===== config.mk =====
export PLATFORM = sky130hd
export DESIGN_NAME = congestion_detector_flat
export DESIGN_NICKNAME = d
export VERILOG_FILES = /design/src/rtl/congestion_detector_if.sv /design/src/rtl/congestion_detector.sv /design/src/flat_wrapper.sv
export SDC_FILE = /design/constraint.sdc
export NUM_CORES = 1
export LEC_CHECK = 0
export CAP_MARGIN = 30
export CORE_UTILIZATION = 55
export DETAILED_ROUTE_END_ITERATION = 12
export PLACE_DENSITY_LB_ADDON = 0.1
export SYNTH_ARGS = -nofsm -noshare
export SYNTH_HDL_FRONTEND = slang
export SYNTH_SLANG_ARGS = --single-unit

===== constraint.sdc =====
create_clock -name clock -period 2.84 [get_ports clock]
set_input_delay 0.568 -clock clock [delete_from_list [all_inputs] [get_ports clock]]
set_output_delay 0.568 -clock clock [all_outputs]
set_load 0.01 [all_outputs]

===== src/rtl/congestion_detector_if.sv =====
// -----------------------------------------------------------------------------
// congestion_detector_if
//
// Purpose : Groups the sensor inputs and controller-facing outputs of the
//           congestion detector into one bundle.
//
// Signals :
//   car_in      raw entry-loop sensor level (high = vehicle present)
//   car_out     raw exit-loop sensor level  (high = vehicle present)
//   congestion  registered congestion flag for the light controller
//   occupancy   registered vehicle count between the loops (CNT_W bits)
//   count_err   sticky counter saturation / underflow flag
//
// Modports:
//   master  drives the sensors, observes the outputs (environment / bench)
//   slave   consumes the sensors, drives the outputs (detector)
// -----------------------------------------------------------------------------
interface congestion_detector_if #(
  parameter int unsigned CNT_W = 8
);

  logic             car_in;
  logic             car_out;
  logic             congestion;
  logic [CNT_W-1:0] occupancy;
  logic             count_err;

  modport master (
    output car_in,
    output car_out,
    input  congestion,
    input  occupancy,
    input  count_err
  );

  modport slave (
    input  car_in,
    input  car_out,
    output congestion,
    output occupancy,
    output count_err
  );

endinterface : congestion_detector_if


===== src/rtl/congestion_detector.sv =====
// -----------------------------------------------------------------------------
// congestion_detector
//
// Purpose : Upstream feeder for the junction traffic-light controller. Turns
//           the raw entry/exit loop sensor levels into a debounced vehicle
//           occupancy count, and drives the controller's congestion input
//           through a hysteresis FSM with a hold time so that sensor glitches
//           or momentary queue spikes never reach the light sequence.
//
// Ports   :
//   clock    in   single clock, all state updates on the rising edge
//   reset_n  in   asynchronous active-low reset
//   bus      slave modport of congestion_detector_if
//              car_in / car_out     raw asynchronous sensor levels
//              congestion           registered, to the controller
//              occupancy            registered vehicle count
//              count_err            sticky saturation / underflow flag
//
// Build option:
//   CONG_DEBOUNCE_EN  when defined, each synchronized sensor passes through a
//                     persistence filter of DEBOUNCE cycles; when undefined
//                     the synchronized level is used directly and DEBOUNCE is
//                     ignored.
// -----------------------------------------------------------------------------
module congestion_detector #(
  parameter int unsigned CNT_W    = 8,
  parameter int unsigned HIGH_TH  = 12,
  parameter int unsigned LOW_TH   = 6,
  parameter int unsigned DEBOUNCE = 3,
  parameter int unsigned HOLD_CYC = 16
) (
  input  logic                 clock,
  input  logic                 reset_n,
  congestion_detector_if.slave bus
);

  // ---------------------------------------------------------------------------
  // Parameter sanity (elaboration time only)
  // ---------------------------------------------------------------------------
  if (LOW_TH >= HIGH_TH) begin : g_chk_thresholds
    $error("congestion_detector: LOW_TH must be below HIGH_TH");
  end
  if (HIGH_TH > (2 ** CNT_W) - 1) begin : g_chk_high_range
    $error("congestion_detector: HIGH_TH does not fit in CNT_W bits");
  end
  if (DEBOUNCE < 1) begin : g_chk_debounce
    $error("congestion_detector: DEBOUNCE must be at least 1");
  end
  if (HOLD_CYC < 1) begin : g_chk_hold
    $error("congestion_detector: HOLD_CYC must be at least 1");
  end

  // ---------------------------------------------------------------------------
  // Local constants
  // ---------------------------------------------------------------------------
  localparam int unsigned HOLD_W = (HOLD_CYC > 1) ? $clog2(HOLD_CYC) : 1;

  localparam logic [CNT_W-1:0]  OCC_MAX   = '1;
  localparam logic [CNT_W-1:0]  HIGH_V    = CNT_W'(HIGH_TH);
  localparam logic [CNT_W-1:0]  LOW_V     = CNT_W'(LOW_TH);
  localparam logic [HOLD_W-1:0] HOLD_LAST = HOLD_W'(HOLD_CYC - 1);

  typedef enum logic [1:0] {
    ST_IDLE,       // congestion = 0, occupancy below HIGH_TH
    ST_ARMING,     // congestion = 0, counting qualifying samples to assert
    ST_CONGESTED,  // congestion = 1, occupancy above LOW_TH
    ST_CLEARING    // congestion = 1, counting qualifying samples to clear
  } state_t;

  // ---------------------------------------------------------------------------
  // Sensor input path. Bit 0 = entry loop, bit 1 = exit loop.
  // ---------------------------------------------------------------------------
  logic [1:0] raw;
  logic [1:0] sync1_q;
  logic [1:0] sync2_q;
  logic [1:0] filt;         // accepted (filtered) sensor level
  logic [1:0] filt_prev_q;  // filtered level one cycle ago, for edge detect
  logic [1:0] event_p;      // one-cycle pulse on filtered 0->1

  assign raw = {bus.car_out, bus.car_in};

  // Two-flop synchronizer plus the previous-filtered-level register.
  always_ff @(posedge clock or negedge reset_n) begin
    if (!reset_n) begin
      sync1_q     <= '0;
      sync2_q     <= '0;
      filt_prev_q <= '0;
    end else begin
      // NOTE: non-blocking so sync2_q captures the value sync1_q held before
      // this edge; blocking here would collapse the two stages into one.
      sync1_q     <= raw;
      sync2_q     <= sync1_q;
      filt_prev_q <= filt;
    end
  end

`ifdef CONG_DEBOUNCE_EN
  // Persistence filter: the counter runs while the synchronized level
  // disagrees with the accepted level, and the accepted level only follows
  // once the disagreement has lasted DEBOUNCE cycles. Any agreeing cycle
  // throws the partial count away.
  localparam int unsigned DEB_W = $clog2(DEBOUNCE + 1);
  localparam logic [DEB_W-1:0] DEB_LAST = DEB_W'(DEBOUNCE - 1);

  logic [1:0]            filt_q;
  logic [1:0]            filt_d;
  logic [1:0][DEB_W-1:0] deb_cnt_q;
  logic [1:0][DEB_W-1:0] deb_cnt_d;

  always_comb begin
    // NOTE: every output gets a default before any branch, so no path
    // leaves a variable unassigned and no latch is inferred.
    filt_d    = filt_q;
    deb_cnt_d = '0;
    for (int i = 0; i < 2; i++) begin
      if (sync2_q[i] != filt_q[i]) begin
        if (deb_cnt_q[i] == DEB_LAST) begin
          // This cycle is the DEBOUNCE-th disagreement: accept the level.
          filt_d[i] = sync2_q[i];
        end else begin
          deb_cnt_d[i] = deb_cnt_q[i] + 1'b1;
        end
      end
    end
  end

  always_ff @(posedge clock or negedge reset_n) begin
    if (!reset_n) begin
      filt_q    <= '0;
      deb_cnt_q <= '0;
    end else begin
      filt_q    <= filt_d;
      deb_cnt_q <= deb_cnt_d;
    end
  end

  assign filt = filt_q;
`else
  // No filter: every synchronized rising edge is accepted.
  assign filt = sync2_q;
`endif

  assign event_p = filt & ~filt_prev_q;

  // ---------------------------------------------------------------------------
  // Occupancy counter with saturation and a sticky error flag
  // ---------------------------------------------------------------------------
  logic [CNT_W-1:0] occ_q;
  logic [CNT_W-1:0] occ_d;
  logic             err_q;
  logic             err_d;

  always_comb begin
    occ_d = occ_q;
    err_d = err_q;
    case (event_p)
      2'b01: begin  // entry only
        if (occ_q == OCC_MAX) err_d = 1'b1;
        else                  occ_d = occ_q + 1'b1;
      end
      2'b10: begin  // exit only
        if (occ_q == '0) err_d = 1'b1;
        else             occ_d = occ_q - 1'b1;
      end
      default: ;    // none, or entry and exit together: net change is zero
    endcase
  end

  always_ff @(posedge clock or negedge reset_n) begin
    if (!reset_n) begin
      occ_q <= '0;
      err_q <= 1'b0;
    end else begin
      occ_q <= occ_d;
      err_q <= err_d;
    end
  end

  // ---------------------------------------------------------------------------
  // Hysteresis FSM with hold time. Occupancy strictly between LOW_TH and
  // HIGH_TH qualifies for neither direction, so it never moves congestion.
  // ---------------------------------------------------------------------------
  state_t            state_q;
  state_t            state_d;
  logic [HOLD_W-1:0] hold_q;
  logic [HOLD_W-1:0] hold_d;
  logic              cong_q;
  logic              occ_hi;
  logic              occ_lo;

  assign occ_hi = (occ_q >= HIGH_V);
  assign occ_lo = (occ_q <= LOW_V);

  always_comb begin
    state_d = state_q;
    hold_d  = hold_q;
    case (state_q)
      ST_IDLE: begin
        if (occ_hi) begin
          state_d = ST_ARMING;
          hold_d  = '0;
        end
      end
      ST_ARMING: begin
        // A single non-qualifying sample abandons the attempt entirely.
        if (!occ_hi) begin
          state_d = ST_IDLE;
        end else if (hold_q == HOLD_LAST) begin
          state_d = ST_CONGESTED;
          hold_d  = '0;
        end else begin
          hold_d = hold_q + 1'b1;
        end
      end
      ST_CONGESTED: begin
        if (occ_lo) begin
          state_d = ST_CLEARING;
          hold_d  = '0;
        end
      end
      ST_CLEARING: begin
        if (!occ_lo) begin
          state_d = ST_CONGESTED;
        end else if (hold_q == HOLD_LAST) begin
          state_d = ST_IDLE;
          hold_d  = '0;
        end else begin
          hold_d = hold_q + 1'b1;
        end
      end
      default: begin
        state_d = ST_IDLE;
        hold_d  = '0;
      end
    endcase
  end

  // Congestion is decoded from the next state so it changes on the very edge
  // the FSM enters CONGESTED or leaves CLEARING.
  always_ff @(posedge clock or negedge reset_n) begin
    if (!reset_n) begin
      state_q <= ST_IDLE;
      hold_q  <= '0;
      cong_q  <= 1'b0;
    end else begin
      state_q <= state_d;
      hold_q  <= hold_d;
      cong_q  <= (state_d == ST_CONGESTED) || (state_d == ST_CLEARING);
    end
  end

  // ---------------------------------------------------------------------------
  // Outputs
  // ---------------------------------------------------------------------------
  assign bus.occupancy  = occ_q;
  assign bus.count_err  = err_q;
  assign bus.congestion = cong_q;

endmodule : congestion_detector


===== src/flat_wrapper.sv =====
// flat-port wrapper written by rule: the top's interface ports become plain ports
module congestion_detector_flat 
#(
  parameter int unsigned CNT_W    = 8,
  parameter int unsigned HIGH_TH  = 12,
  parameter int unsigned LOW_TH   = 6,
  parameter int unsigned DEBOUNCE = 3,
  parameter int unsigned HOLD_CYC = 16
)
  (clock, reset_n, bus_car_in, bus_car_out, bus_congestion, bus_occupancy, bus_count_err);
  congestion_detector_if #(.CNT_W(CNT_W)) bus_i ();
  input  logic clock;
  input  logic reset_n;
  input wire logic [$bits(bus_i.car_in)-1:0] bus_car_in;
  input wire logic [$bits(bus_i.car_out)-1:0] bus_car_out;
  output wire logic [$bits(bus_i.congestion)-1:0] bus_congestion;
  output wire logic [$bits(bus_i.occupancy)-1:0] bus_occupancy;
  output wire logic [$bits(bus_i.count_err)-1:0] bus_count_err;
  assign bus_i.car_in = bus_car_in;
  assign bus_i.car_out = bus_car_out;
  assign bus_congestion = bus_i.congestion;
  assign bus_occupancy = bus_i.occupancy;
  assign bus_count_err = bus_i.count_err;
  congestion_detector #(.CNT_W(CNT_W), .HIGH_TH(HIGH_TH), .LOW_TH(LOW_TH), .DEBOUNCE(DEBOUNCE), .HOLD_CYC(HOLD_CYC)) u_core (.clock(clock), .reset_n(reset_n), .bus(bus_i));
endmodule

# Word-level counts from Yosys, hierarchy flattened
# Cells that the tools add are included.
# Widths: inputs -> output; s select.
# totals
regBits	22
inputBits	4
# op_classes
n_addsub	3
magnitude_cmp	2
eq_ne	17
mux	19
n_bitwise	2
reduce_logical	7
# ops
op	count
$mux 4	5
$mux 8	2
$pmux 4 s4	1
$pmux 8 s2	1
$mux 2	6
$ne 2x1->1 const B	6
$eq 2x2->1 const B	5
$add 8x1->8 const B	1
$eq 8x8->1 const B	1
$ge 8x4->1 const B	1
$le 8x3->1 const B	1
$logic_not 8->1	1
$pmux 2 s4	1
$sub 8x1->8 const B	1
$reduce_and 3->1	2
$add 4x1->4 const B	1
$eq 2x1->1 const B	2
$eq 4x4->1 const B	1
$ne 2x2->1 const B	2
$reduce_and 4->1	1
$and 2x2->2	1
$logic_not 2->1	1
$mux 1	2
$not 2->2	1
other kinds (3)	3

# Depth between registers and ports, before layout
# Gate-level depths: netlist (run 1).
# depth
depth_word	6
ltp_mapped	10

# Least setup slack after synthesis (run 1)
# Ideal clock, no wire load.
# synth_path
kind	reg2reg
from	reg u_core.filt_prev_q[1]
to	reg u_core.occ_q[6] (netlist: u_core.bus.occupancy[6])
setup_time_ps	95
arrival_time_ps	2049
t_required_ps	2745
slack_ps	695
path_stages_with_launch	10
path_cell_list	dfrtp_1 > nand2b_1 > inv_1 > ha_1 > ha_1 > nor2b_1 > o31a_1 > o21a_1 > o21a_1 > o31ai_1
# synth_via
elab_chain_len	5
# synth_lines
element	line_no	rtl
start: declaration	congestion_detector.sv:77	logic [1:0] filt_prev_q;
start signal: assignment	congestion_detector.sv:93	filt_prev_q <= filt;
$not 2->2 (*)	congestion_detector.sv:143	assign event_p = filt & ~filt_prev_q;
$and 2x2->2 (*)	congestion_detector.sv:143	
$eq 2x2->1 / $eq 2x1->1 (equally long branches)	congestion_detector.sv:156	case (event_p)
$ne 2x2->1 (no line) / $reduce_bool 2->1 (equally long branches)	n/a	
$reduce_and 3->1 (no line)	n/a	
end signal: assignment	congestion_detector.sv:171	occ_q <= '0;
end signal: assignment	congestion_detector.sv:174	occ_q <= occ_d;
end: declaration	congestion_detector.sv:148	logic [CNT_W-1:0] occ_q;
# Mark *: on every way between the ends. The rest lies on a longest branch, timed or not.
# A chain may end at the register's enable or synchronous reset.

# Worst setup path after layout (run 1)
# Ends and elaborated chain as after synthesis.

==> results.txt, run 1 <==
The number of max-cap violations is 0. Traced cell by cell, the critical path runs through nand2b_1, inv_1, ha_1, ha_1, nor2b_1, o31a_1, o21a_1, o21a_1, o31ai_1. The number of antenna violations at the first check in global routing is 0.

The clock period could shrink to around 2300 ps. By instance count, the leading cell after synthesis is dfrtp_1. In this run the horizontal extent of the chip is 49.6 um. The number of rows created at floorplan is 16.

The area of combinational cells with multiple inputs is between 600 and 700 sq um. The netlist area before placement came out at about 1200 sq um. The fraction of final layout cells sized beyond drive strength 1 is 7.86%. The delay of the slowest critical-path stage came out at about 370 ps. The setup slack of the most critical reg-to-reg path came out at 510 ps. The worst setup path is captured at a register. For this run, the detailed router's first-pass iteration total came to 4. The CTS buffer count is 3. The final instance count without filler cells is approximately 170. The average via count per standard cell is around 5.6. The first-pass GRT wire length came out at 4160 um.

The hold violation total from the final report came out at 0. In this run the remaining antenna-violating nets after routing total 0. Compared with the post-synthesis result, the final layout area differs by 15.6%. The top cell type by total area after synthesis is dfrtp_1.

The overall fraction of global-route tracks in use is approximately 22%. The startpoint of the worst-slack reg-to-reg timing path is u_core.filt_prev_q[1]. The synthesized instance count came out at approximately 120. The category of the worst setup path launch point is a register.

The CTS tree is done. The routed wire length is 2230 um. The cts-stage hold buffer count is 0. The CTS sink count came out at 22. Data arrives at the worst endpoint at 2550 ps. The core area came out at 2040 sq um. Dividing the synthesized area by the synthesized cell count gives ~10 sq um. The sequential area share after synthesis came out at ~44%. The leading register cell type out of synthesis is dfrtp_1.

The global placement routability congestion came out at slightly below 0.8. Post-CTS repair changed the size of 0 cells. Measured in cells, the most critical reg-to-reg path has a length of 9. By count the netlist is led by dfrtp_1, nand2_1, o21ai_0. The endpoint identified for the worst register-to-register timing path is u_core.bus.occupancy[6]. Ranked by total cell area, the synthesized netlist is headed by dfrtp_1, ha_1, nand2_1.

The transition at the pin with the smallest max-transition slack came out at 514 ps. The ratio of final minimum period to clock period is 82.2%. The via count of the first global-routing pass is 941. The number of primary I/O pins came out at 14. The total setup violations reported at the end of the flow is 0.

The net total in the final layout came out at 155. The largest fanout on the critical path is 10. The largest net degree at the start of global routing is 23. The initial standard-cell utilization of the core is roughly 60%.

In this run the number of H-tree levels came out at 1. Yosys mapped a number of flops with a built-in enable equal to 0. The number of design rule violations left after detail routing is 0. The power per standard cell area is between 900 and 1000 nW/um^2. The top cell type by area accounts for roughly 44% of the synthesized area.

The tightest min-delay check is of the register to register type. The instance count after placement with tap cells included is about 160. The flop and latch count out of synthesis came out at 22.

The critical path in this run is classified as register to register. The maximum count of clock buffers along a single path is 2. Setup repair after global routing left no endpoint under its margin. The max-slew violation count is 0. The most critical setup path has its endpoint at u_core.bus.occupancy[6]. For this design the static power due to leakage is slightly above 0.6 nW. The run finished with clean final reports. The clock root buffer is clkbuf_4. The post-DP HPWL is about 1700 um. Yosys printed 0 warnings. The detailed router finished its first iteration with 8 violations. The most critical setup path has its startpoint at u_core.filt_prev_q[1]. The floorplan die area is ~2500 sq um. The highest attainable clock frequency came out at ~430 MHz. The detailed-route via count is just over 900. The maximum ir drop on the vdd rail came out at about 760 uV.

The total inserted antenna cells came out at 0. The net count of the mapped netlist is 138. The wire length per cell after detailed routing came out at 13.4 um.

The filler cells instantiated in the layout total 174. The required arrival time at the worst endpoint came out at just over 3000 ps. The async set-or-reset flop fraction in the synthesized netlist is 100%.

The worst hold margin came out at 375 ps. In the final layout, flip-flops and latches occupy 551 sq um. The vertical die dimension came out at around 50 um. The count of buffers inserted at the top-level ports is 13. The clock-pin slew on the worst setup and hold paths came out at approximately 110 ps. The total congestion overflow is 0. The worst pin sits at a relative slew slack of roughly two thirds. The post-CTS setup buffer count came out at 0. The worst clock skew is 3.51 ps. The distinct cell type count of the synthesized netlist came out at 39. The later pin in the worst-skew pair is clocked with a latency of about 300 ps. The aggregate negative setup slack is 0 ps.

For this design, the slowest cell found on the critical path is dfrtp_1.
==> metal layers <==
metal  up-vias  wire, um  global-route usage [%]
met5         -         0                       0
li1        487         -                       -
met4         0        19                    7.14
met1       433      1080                    29.0
met2         6      1100                    37.4
met3         2        32                    2.78
==> power by group <==
group	switching [mW]	total [mW]	leakage (nW)	internal (mW)
combinational	0.332	0.667	0.331	0.335
clock	0.0908	0.169	0.0210	0.0782
sequential	0.156	0.575	0.264	0.419
total	0.579	1.41	0.616	0.832
==> how the worst min path moves through the flow <==
stage	startpoint	endpoint	slack (ps)	depth (start not counted)
after global routing	u_core.sync1_q[0]	u_core.filt[0]	390	0
after CTS	u_core.sync1_q[1]	u_core.filt[1]	380	0
after detailed placement	u_core.sync1_q[1]	u_core.filt[1]	340	0
after floorplan	reset_n	u_core.bus.congestion	270	0
after global placement	u_core.sync1_q[1]	u_core.filt[1]	340	0
final	u_core.sync1_q[1]	u_core.filt[1]	370	0
==> final cells by class <==
| cell class | count | area share, % |
|---|---|---|
| clock buffers | 4 | 2.52 |
| inverters | 9 | 2.34 |
| multi-input cells | 91 | 45.1 |
| flip-flops and latches | 22 | 38.2 |
| well taps | 27 | 2.34 |
| repair buffers | 14 | 9.54 |
==> cell families (layout without fill, tap and decap cells) <==
kind of cell | Yosys count | after routing | share of synthesized area (%)
AOI/OAI and AO/OA | 39 | 39 | 22.1
and+or+nand+nor | 36 | 36 | 15.1
DFF | 22 | 22 | 44.1
buffers and inverters | 11 | 27 | 3.71
adders and majority gates | 10 | 10 | 10.6
xor gates and xnor gates | 5 | 5 | 3.51
muxes | 1 | 1 | 0.802
==> critical path, delay by kind of cell (launching register included) <==
family                     cells  cell delay, ps
AOI/OAI and AO/OA              4             810
buffers and inverters          1              60
DFF                            1             370
and+or+nand+nor                2             310
adders and majority gates      2             700
==> state kept, by name, indices dropped and copies added (netlist names) <==
signal / flops
u_core.bus.congestion: 1
u_core.bus.count_err: 1
u_core.bus.occupancy: 8
u_core.filt: 2
u_core.filt_prev_q: 2
u_core.hold_q: 4
u_core.state_q: 2
u_core.sync1_q: 2
==> cell usage in the layout (no fill, tap or decap), drive strengths merged <==
cell,n
xnor2,2
o21bai,1
nor4,3
nand2,16
or3,1
inv,9
a211oi,2
mux2i,1
a311o,1
o211ai,3
o21ai,12
o31a,1
fa,1
o21a,3
clkdlybuf4s50,13
or2,1
clkbuf,4
a22o,2
o22ai,1
xor2,3
ha,9
a21o,2
buf,1
nand3,1
a31oi,2
dfrtp,22
nand4,2
nor4b,1
nor2,4
a21oi,5
a221oi,1
o31ai,3
nand2b,4
nor2b,1
nor3,2
==> per-stage QoR <==
| stage | area (sq um) | utilization, % | power (mW) | setup slack, ps |
|---|---|---|---|---|
| floorplan | 1250 | - | 1.02 | 695 |
| global placement | 1410 | 68.9 | 1.23 | 584 |
| detailed placement | 1410 | 68.9 | 1.25 | 539 |
| CTS | 1440 | 70.6 | 1.43 | 506 |
| global route | 1440 | 70.6 | 1.53 | 327 |
| finish | 1440 | 70.6 | 1.41 | 506 |
(Power assumes the default switching activity.)
==> inputs of run 2 (changes only) <==
==> constraint.sdc (replaced) <==
create_clock -name clock -period 2.3 [get_ports clock]
set_input_delay 0.46 -clock clock [delete_from_list [all_inputs] [get_ports clock]]
set_output_delay 0.46 -clock clock [all_outputs]
set_load 0.01 [all_outputs]
==> run 2 against run 1 <==
Combinational power is 23% higher. First-iteration DRC count is 38% higher. Sequential cell count stayed put. Non-clock buffer count is 1 higher. Maximum frequency is 9.3% higher. Largest cell class unchanged.
==> results.txt, run 2 (synthesized netlist as in run 1, its figures left out) <==
The required arrival time at the worst endpoint is 2530 ps (-530 ps). The largest net degree at the start of global routing came out at 23 (unchanged). The number of flip-flops in the largest register was 8 (unchanged). The worst-case setup margin in the final layout is 164 ps (-342 ps). The largest fanout on the critical path is 8 (-2). The number of filler instances in the final layout came out at 167 (-4.0%). The total congestion overflow came to 0 (unchanged). The layout-stage area growth over the synthesis result came out at 16.1%.

The transition at the pin with the smallest max-transition slack came out at 530 ps (+15.2 ps). The total design power came to 1.71 mW (+21%). The average via count per standard cell was 5.84 (+5.1%).

The delay of the slowest critical-path stage came out at 370 ps (about the same). The power per standard cell area is 1180 nW/um^2 (+20%). The library cells used most frequently in the layout, excluding fill and tap cells, are dfrtp_1, nand2_1, clkdlybuf4s50_1. The category of the worst setup path launch point is a register. The maximum count of clock buffers along a single path was 2 (unchanged). The cell area reported after detailed placement came out at 1410 sq um (+0.53%). The count of buffers inserted at the top-level ports came out at 13 (unchanged). The number of design rule violations left after detail routing is 0 (unchanged). The fraction of final layout cells sized beyond drive strength 1 was 8.57% (+0.71 points). The number of max-cap violations is 0 (unchanged). The max-slew violation count is 0 (unchanged).

The number of rows created at floorplan is 16 (unchanged). In this run the clock root is driven by a clkbuf_4. The total inserted antenna cells is 0 (unchanged). The floorplan die area came out at 2460 sq um (unchanged).

The path class of the tightest hold or removal check is register to register. The worst relative slew slack was 64.4% (-1.0 points). The via count of the first global-routing pass is 992 (+5.4%). The clock latency on the worst-skew pair is 310 ps (about the same).

The CTS buffer count is 3 (unchanged). The detailed-route via count came to 975 (+5.1%). The count of buffering cells on the critical path with inverters included came to 0 (-1). The time the final worst path needs with I/O delays and setup came out at 2140 ps (-198 ps). The number of antenna violations at the first check in global routing came out at 0 (unchanged). Broken down by cell family, the worst path's largest delay share belongs to compound AO/OA/AOI/OAI gates. The worst setup path is of the register to register kind. The post-cts gate resize count came out at 0 (unchanged). The core area came to 2040 sq um (unchanged). The hold violation total from the final report came to 0 (unchanged). Traced cell by cell, the critical path runs through nand2b_1, ha_4, ha_1, nor2b_1, o31a_1, o21a_1, o21a_1, o31ai_1.

The post-CTS setup buffer count came out at 0 (unchanged). The number of primary I/O pins was 14 (unchanged). The wire length per cell after detailed routing is 13.8 um (+3.5%). The maximum ir drop on the vdd rail is 820 uV (+7.8%).

The maximum level of the CTS H-tree is 1 (unchanged). The aggregate negative setup slack is 0 ps (unchanged). The net total in the final layout is 156 (+0.65%). The area of combinational cells with multiple inputs was 663 sq um (+1.9%). The most common library cell in the layout ignoring fill and taps is dfrtp_1. The post-DP HPWL is 1810 um (+5.1%). The initial standard-cell utilization of the core came out at 61.1% (unchanged). The highest attainable clock frequency is 468 MHz (+9.3%).

The global placement routability congestion came out at 0.723 (-7.0%). Setup repair after global routing left no endpoint under its margin. The worst setup path is captured at a register.

The leakage power summed over all cells came out at 0.615 nW (-0.28%). The overall fraction of global-route tracks in use is 22.8% (+0.78 points). The total setup violations reported at the end of the flow came out at 0 (unchanged). The detailed-routing iteration count for the pre-antenna-repair pass came out at 4 (unchanged).

The post-detailed-route count of antenna-violating nets came out at 0 (unchanged). The run finished with clean final reports. The routed wire length came out at 2310 um (+3.5%). The CTS tree is done. The ratio of final minimum period to clock period came out at 92.9% (+11 points).

The die extent in x was 49.6 um (unchanged). The count of routing violations after the opening detailed-route iteration came out at 11 (+3). The minimum setup slack after placement was 50.7 ps (-488 ps).

The clock-pin slew on the worst setup and hold paths is 110 ps (about the same). The CTS sink count came out at 22 (unchanged). The arrival time of the worst setup path came to 2360 ps (-190 ps). The slowest stage of the critical path is the dfrtp_1 cell.

The cts-stage hold buffer count is 0 (unchanged). The most prevalent standard cell on the critical path is o21a_1. The vertical die dimension came out at 49.6 um (unchanged). The summed area of non-filler cells in the final layout is 1450 sq um (+0.43%). The worst clock skew came to 10.2 ps (+6.74 ps). The first-pass GRT wire length came to 4250 um (+2.2%). The area taken by flip-flops and latches is 551 sq um (unchanged).
[run 2: cell count changes in the layout (fill, tap and decap cells not counted), sizes merged]
cell,before,now
buf,1,2
clkbuf,4,3
[run 2: power breakdown]
part | switching [mW] | internal (mW) | leakage (nW)
logic | 0.405 | 0.416 | 0.337
clock network | 0.106 | 0.0612 | 0.0138
registers | 0.201 | 0.517 | 0.264
[run 2: worst reg2reg max path: stages, from the launching register on]
cell and delay [ps]:
dfrtp_1 370, nand2b_1 180, ha_4 210, ha_1 320
nor2b_1 160, o31a_1 250, o21a_1 180, o21a_1 170
o31ai_1 210
[run 2: worst paths after layout]
path                                       startpoint                 endpoint  slack, ps  cells after the start
min in group asynchronous                     reset_n         u_core.hold_q[1]        490                      2
worst min-delay path                u_core.sync1_q[0]           u_core.filt[0]        360                      0
worst min register to register      u_core.sync1_q[0]           u_core.filt[0]        360                      0
max in group asynchronous                     reset_n           u_core.filt[0]       1580                      2
worst max-delay path            u_core.filt_prev_q[0]  u_core.bus.occupancy[6]        160                      8
worst max register to register  u_core.filt_prev_q[0]  u_core.bus.occupancy[6]        160                      8
[run 2: layout make-up]
type / instances / area share, %
sequential: 22 / 38.0
tap: 27 / 2.33
timing repair buffer: 15 / 10.0
inverter: 9 / 2.33
multi-input combinational: 91 / 45.8
clock buffer: 3 / 1.55
[run 2: through the flow]
stage,util [%],hold WS [ps],std cells
2_1_floorplan,-,164,124
3_3_place_gp,69.2,335,164
3_5_place_dp,69.2,339,164
4_1_cts,70.3,368,167
5_1_grt,71.0,374,167
6_report,71.0,362,167
[run 2: metal layers]
layer | up-vias | GRT usage, % | part of all wire (%)
li1 | 486 | - | -
met3 | 5 | 3.40 | 2.2
met1 | 471 | 27.1 | 43
met4 | 0 | 10.5 | 1.9
met2 | 13 | 40.1 | 53
met5 | - | 0 | 0
==> inputs of run 3 (changes only) <==
--- a/config.mk
+++ b/config.mk
@@ -7,6 +7,7 @@
 export LEC_CHECK = 0
 export CAP_MARGIN = 30
 export CORE_UTILIZATION = 55
+export CTS_CLUSTER_SIZE = 25
 export DETAILED_ROUTE_END_ITERATION = 12
 export PLACE_DENSITY_LB_ADDON = 0.1
 export SYNTH_ARGS = -nofsm -noshare
==> results of run 3 <==
The final DEF is identical to that of run 2; final timing and power are the same.
